--- config.mk ---
export PLATFORM = sky130hd
export DESIGN_NAME = video_timing_gen
export DESIGN_NICKNAME = d
export VERILOG_FILES = /design/src/rtl/video_timing_gen.sv
export SDC_FILE = /design/constraint.sdc
export NUM_CORES = 1
export LEC_CHECK = 0
export CELL_PAD_IN_SITES_DETAIL_PLACEMENT = 1
export CELL_PAD_IN_SITES_GLOBAL_PLACEMENT = 1
export CORE_MARGIN = 3
export CORE_UTILIZATION = 35
export CTS_CLUSTER_DIAMETER = 150
export DETAILED_ROUTE_END_ITERATION = 10
export PLACE_DENSITY_LB_ADDON = 0.1
export SETUP_SLACK_MARGIN = 0.02
export SYNTH_ARGS = -nofsm -noshare
export SYNTH_HDL_FRONTEND = slang
export SYNTH_SLANG_ARGS = --single-unit
--- constraint.sdc ---
create_clock -name clk -period 2.15 [get_ports clk]
set_input_delay 0.645 -clock clk [delete_from_list [all_inputs] [get_ports clk]]
set_output_delay 0.645 -clock clk [all_outputs]
set_load 0.01 [all_outputs]
--- src/rtl/video_timing_gen.sv ---
// Raster timing generator: free-running h/v counters with a registered,
// mutually aligned decode of sync, data-enable, coordinates and start strobes.
module video_timing_gen #(
  parameter int CW       = 12,
  parameter int H_ACTIVE = 640,
  parameter int H_FP     = 16,
  parameter int H_SYNC   = 96,
  parameter int H_BP     = 48,
  parameter int V_ACTIVE = 480,
  parameter int V_FP     = 10,
  parameter int V_SYNC   = 2,
  parameter int V_BP     = 33,
  parameter int HS_POL   = 0,
  parameter int VS_POL   = 0
) (
  input  logic          clk,
  input  logic          rst,
  input  logic          en,
  output logic          hsync,
  output logic          vsync,
  output logic          de,
  output logic [CW-1:0] pixel_x,
  output logic [CW-1:0] pixel_y,
  output logic          line_start,
  output logic          frame_start
);

  localparam int H_TOTAL  = H_ACTIVE + H_FP + H_SYNC + H_BP;
  localparam int V_TOTAL  = V_ACTIVE + V_FP + V_SYNC + V_BP;
  localparam int HS_START = H_ACTIVE + H_FP;
  localparam int HS_END   = HS_START + H_SYNC;  // exclusive
  localparam int VS_START = V_ACTIVE + V_FP;
  localparam int VS_END   = VS_START + V_SYNC;  // exclusive

  // Every boundary is compared as an unsigned CW-bit value.
  localparam logic [CW-1:0] H_LAST_C   = CW'(H_TOTAL - 1);
  localparam logic [CW-1:0] V_LAST_C   = CW'(V_TOTAL - 1);
  localparam logic [CW-1:0] H_ACT_C    = CW'(H_ACTIVE);
  localparam logic [CW-1:0] V_ACT_C    = CW'(V_ACTIVE);
  localparam logic [CW-1:0] HS_START_C = CW'(HS_START);
  localparam logic [CW-1:0] HS_END_C   = CW'(HS_END);
  localparam logic [CW-1:0] VS_START_C = CW'(VS_START);
  localparam logic [CW-1:0] VS_END_C   = CW'(VS_END);
  localparam logic          HS_ON      = (HS_POL != 0);
  localparam logic          VS_ON      = (VS_POL != 0);

  // Totals (and therefore every sync boundary) must be representable in CW bits.
  if ((longint'(H_TOTAL) >= (longint'(1) << CW)) ||
      (longint'(V_TOTAL) >= (longint'(1) << CW))) begin : g_cw_too_small
    $error("video_timing_gen: CW too small for H_TOTAL/V_TOTAL");
  end

  // h_q/v_q hold the position that the next enabled edge will present.
  logic [CW-1:0] h_q, h_d;
  logic [CW-1:0] v_q, v_d;

  logic          hsync_q, hsync_d;
  logic          vsync_q, vsync_d;
  logic          de_q, de_d;
  logic [CW-1:0] pixel_x_q;
  logic [CW-1:0] pixel_y_q;
  logic          line_start_q, line_start_d;
  logic          frame_start_q, frame_start_d;

  // Next counter position: h wraps at end of line, v steps only on that wrap.
  always_comb begin
    h_d = h_q + CW'(1);
    v_d = v_q;
    if (h_q == H_LAST_C) begin
      h_d = '0;
      if (v_q == V_LAST_C) v_d = '0;
      else                 v_d = v_q + CW'(1);
    end
  end

  // Decode of the current counter position into the output set.
  always_comb begin
    de_d          = (h_q < H_ACT_C) && (v_q < V_ACT_C);
    hsync_d       = ((h_q >= HS_START_C) && (h_q < HS_END_C)) ? HS_ON : ~HS_ON;
    vsync_d       = ((v_q >= VS_START_C) && (v_q < VS_END_C)) ? VS_ON : ~VS_ON;
    line_start_d  = (h_q == '0);
    frame_start_d = (h_q == '0) && (v_q == '0);
  end

  // Counters and registered outputs; stalled cycles hold state but kill strobes.
  always_ff @(posedge clk) begin
    if (rst) begin
      h_q           <= '0;
      v_q           <= '0;
      hsync_q       <= ~HS_ON;
      vsync_q       <= ~VS_ON;
      de_q          <= 1'b0;
      pixel_x_q     <= '0;
      pixel_y_q     <= '0;
      line_start_q  <= 1'b0;
      frame_start_q <= 1'b0;
    end else if (en) begin
      h_q           <= h_d;
      v_q           <= v_d;
      hsync_q       <= hsync_d;
      vsync_q       <= vsync_d;
      de_q          <= de_d;
      pixel_x_q     <= h_q;
      pixel_y_q     <= v_q;
      line_start_q  <= line_start_d;
      frame_start_q <= frame_start_d;
    end else begin
      line_start_q  <= 1'b0;
      frame_start_q <= 1'b0;
    end
  end

  assign hsync       = hsync_q;
  assign vsync       = vsync_q;
  assign de          = de_q;
  assign pixel_x     = pixel_x_q;
  assign pixel_y     = pixel_y_q;
  assign line_start  = line_start_q;
  assign frame_start = frame_start_q;

endmodule

==> results of run 1 <==
final cells by class:
| cell class | instances | area [um2] | area share (%) |
|---|---|---|---|
| Multi-Input combinational cell | 181 | 1220 | 42.7 |
| Sequential cell | 53 | 1060 | 37.0 |
| Timing Repair Buffer | 40 | 373 | 13.0 |
| Tap cell | 77 | 96.3 | 3.36 |
| Clock buffer | 5 | 68.8 | 2.40 |
| Inverter | 10 | 37.5 | 1.31 |
| Clock inverter | 1 | 5.00 | 0.175 |
critical path: stages, from the launching register on:
cell and delay [ps]:
dfxtp_1 430, ha_1 250, and3_2 280, nand4_4 180
or4_1 540, a21oi_1 160
worst max-delay path by stage:
stage / end / slack, ps / start / cells past startpoint
after floorplan: v_q[7] / 330 / en / 5
after global placement: v_q[11] / 150 / rst / 4
after detailed placement: frame_start / 130 / rst / 4
after CTS: v_q[7] / 230 / h_q[0] / 5
after global routing: v_q[7] / 80 / h_q[0] / 5
final: v_q[7] / 240 / h_q[0] / 5
cell families after synthesis:
group / after synthesis / share of synthesized area, %
fa+ha+maj: 4 / 2.06
compound gates: 27 / 7.97
buf+inv: 26 / 6.17
simple gates: 113 / 25.5
flops: 53 / 43.6
xor+xnor: 9 / 3.24
mux: 28 / 11.5
registers in the layout, summed over array words and instances, names as in the netlist:
register,flops
hsync,1
de,1
pixel_y,12
line_start,1
pixel_x,12
v_q,12
vsync,1
frame_start,1
h_q,12
layer usage:
metal	global-route usage (%)	wire (um)
met5	0	0
met3	3.78	212
met4	4.47	68
met1	25.8	3230
met2	21.1	2510
power by group through the flow:
stage	Clock (mW)	Combinational, mW	Sequential (mW)
after floorplan	0	0.0611	1.02
after detailed placement	0	0.100	1.02
after global placement	0	0.0999	1.02
final	0.536	0.0990	0.998
after global routing	0.606	0.109	1.00
after CTS	0.554	0.101	0.998
placed cells by master (no fill, tap or decap), types with 3 or more instances in the layout:
cell and instances:
dfxtp_1 53, buf_4 9, clkbuf_8 5, xor2_1 4
and4_1 3, clkdlybuf4s50_1 30, a21oi_1 7, nand3_1 15
nand2_1 18, inv_1 10, mux2i_1 28, o21ai_0 3
nor4_1 3, nor2_1 36, nor3_1 4, xnor2_1 5
nor4b_1 3, nand2b_1 5, o311ai_1 3, nand4_1 8
a41oi_1 3, ha_1 4
metrics by stage:
stage          instance area, um2  setup WS (ps)  cells  utilization, %  total power [mW]
3_3_place_gp                 2790            151    361            42.7              1.12
2_1_floorplan                2430            334    260               -              1.08
6_report                     2870            239    367            43.9              1.63
3_5_place_dp                 2790            126    361            42.7              1.12
5_1_grt                      2870           84.8    367            43.9              1.71
4_1_cts                      2870            231    367            43.9              1.65
==> run metrics, run 1 <==
via count 1956; DRT Pass-1 Iters 4; Final HPWL DP 4.31 mm; Post-synth top cells dfxtp_1 (53), nor2_1 (36), mux2i_1 (28), nand2_1 (18), nand3_1 (15); area grow syn2layout 17.7%; RSZ-0062 raised after global routing no; min Tclk post-route 1910 ps; asr flop ratio synth 0%; layout cells sized above 1 9.31%; CTS Hold Bufs 0; Synth Instances 260; Iteration-0 DRC Markers 95; CTS tree yes; WHS 486 ps; Max Slew Vio Count 0; total global-route track usage 16.2%; CP Data Arrival Time 2150 ps; area of the mapped netlist 0.00243 mm2; Max-cap violations 0; H-tree levels 2; Starting Density 37.3%; CP Max Fanout 8; maximum vdd drop 0.257 mV; PwrDens 570 mW/mm2; root buffer cell clkbuf_8; internal power 1.25 mW; vias per std cell 5.33; Synth top area share 43.6%; dominant synthesized flop cell dfxtp_1; Net Switching 382 uW; DIE AREA 0.00799 mm2; leak pwr 1.06 nW; Hold WC Path Type reg -> reg; clk_lat worst skew 310 ps; I/O Buffers 31; CTS Buf Count 5; hold_sp de; Slew @ Worst Pin 480 ps; maximum achievable frequency 523 MHz; worst r2r src h_q[0]; hold path cells 2; clock sink total 53; outcome finished, final reports clean; Post-synth EDFFs 0; number of global-route vias before repair 1868; Slew headroom 67.6%; Die Width 89.4 um; Setup Crit Path Kind reg -> reg; top cell type by total area after synthesis dfxtp_1; period utilisation layout 88.9%; Ports 32; final wirelength 6.02 mm; Clock Skews 7.78 ps; Yosys cell types 49; CTS clk-pin slew, worst paths 90 ps; total nets after synthesis 267; fill count 745; initial antenna violation count 0; Fin. Hold Viols 0; YS warnings 0; Combinational Power Share 6.1%; most frequent cell after synthesis dfxtp_1; Core ar. 0.00653 mm2; Final GP Congestion 0.778; quantity of gates resized following cts 0; Worst Hold Path EP de; global route overflow 0; R2R cell count 5; setup TNS 0 ps; fin nets 298; DRT antenna net count 0; sequential power share 61.1%; first-pass GRT wire length 9.86 mm; n_diodes 0; most area-consuming cells after synthesis dfxtp_1 (44%), mux2i_1 (12%), nor2_1 (5.5%), nand3_1 (3.1%), nand2_1 (2.8%); Net Sw Frac 23.4%; Die Ht 89.4 um; WP data required 2390 ps; Worst setup EP type register; post-CTS setup buffer count 0; Avg Inst Size Synth 9.36 um2; Clk pwr share 32.8%; Longest Clk Path Bufs 2; largest net degree at the start of global routing 25; register area share after synthesis 43.6%; floorplan row count 29; #FFs+latches synth 53; flop2flop setup slack 240 ps; endpoints failing setup 0; DRC viols 0; CP startpoint kind register; Critical R2R Capture v_q[7]; WL per Instance 16.4 um
(Power assumes the default switching activity.)
==> run 2: changes to the inputs <==
--- a/config.mk
+++ b/config.mk
@@ -5,11 +5,12 @@
 export SDC_FILE = /design/constraint.sdc
 export NUM_CORES = 1
 export LEC_CHECK = 0
+export CAP_MARGIN = 30
 export CELL_PAD_IN_SITES_DETAIL_PLACEMENT = 1
 export CELL_PAD_IN_SITES_GLOBAL_PLACEMENT = 1
 export CORE_MARGIN = 3
 export CORE_UTILIZATION = 35
-export CTS_CLUSTER_DIAMETER = 150
+export CTS_CLUSTER_DIAMETER = 120
 export DETAILED_ROUTE_END_ITERATION = 10
 export PLACE_DENSITY_LB_ADDON = 0.1
 export SETUP_SLACK_MARGIN = 0.02
==> results of run 2 <==
No change in the layout: final DEF, timing and power equal those of run 1.
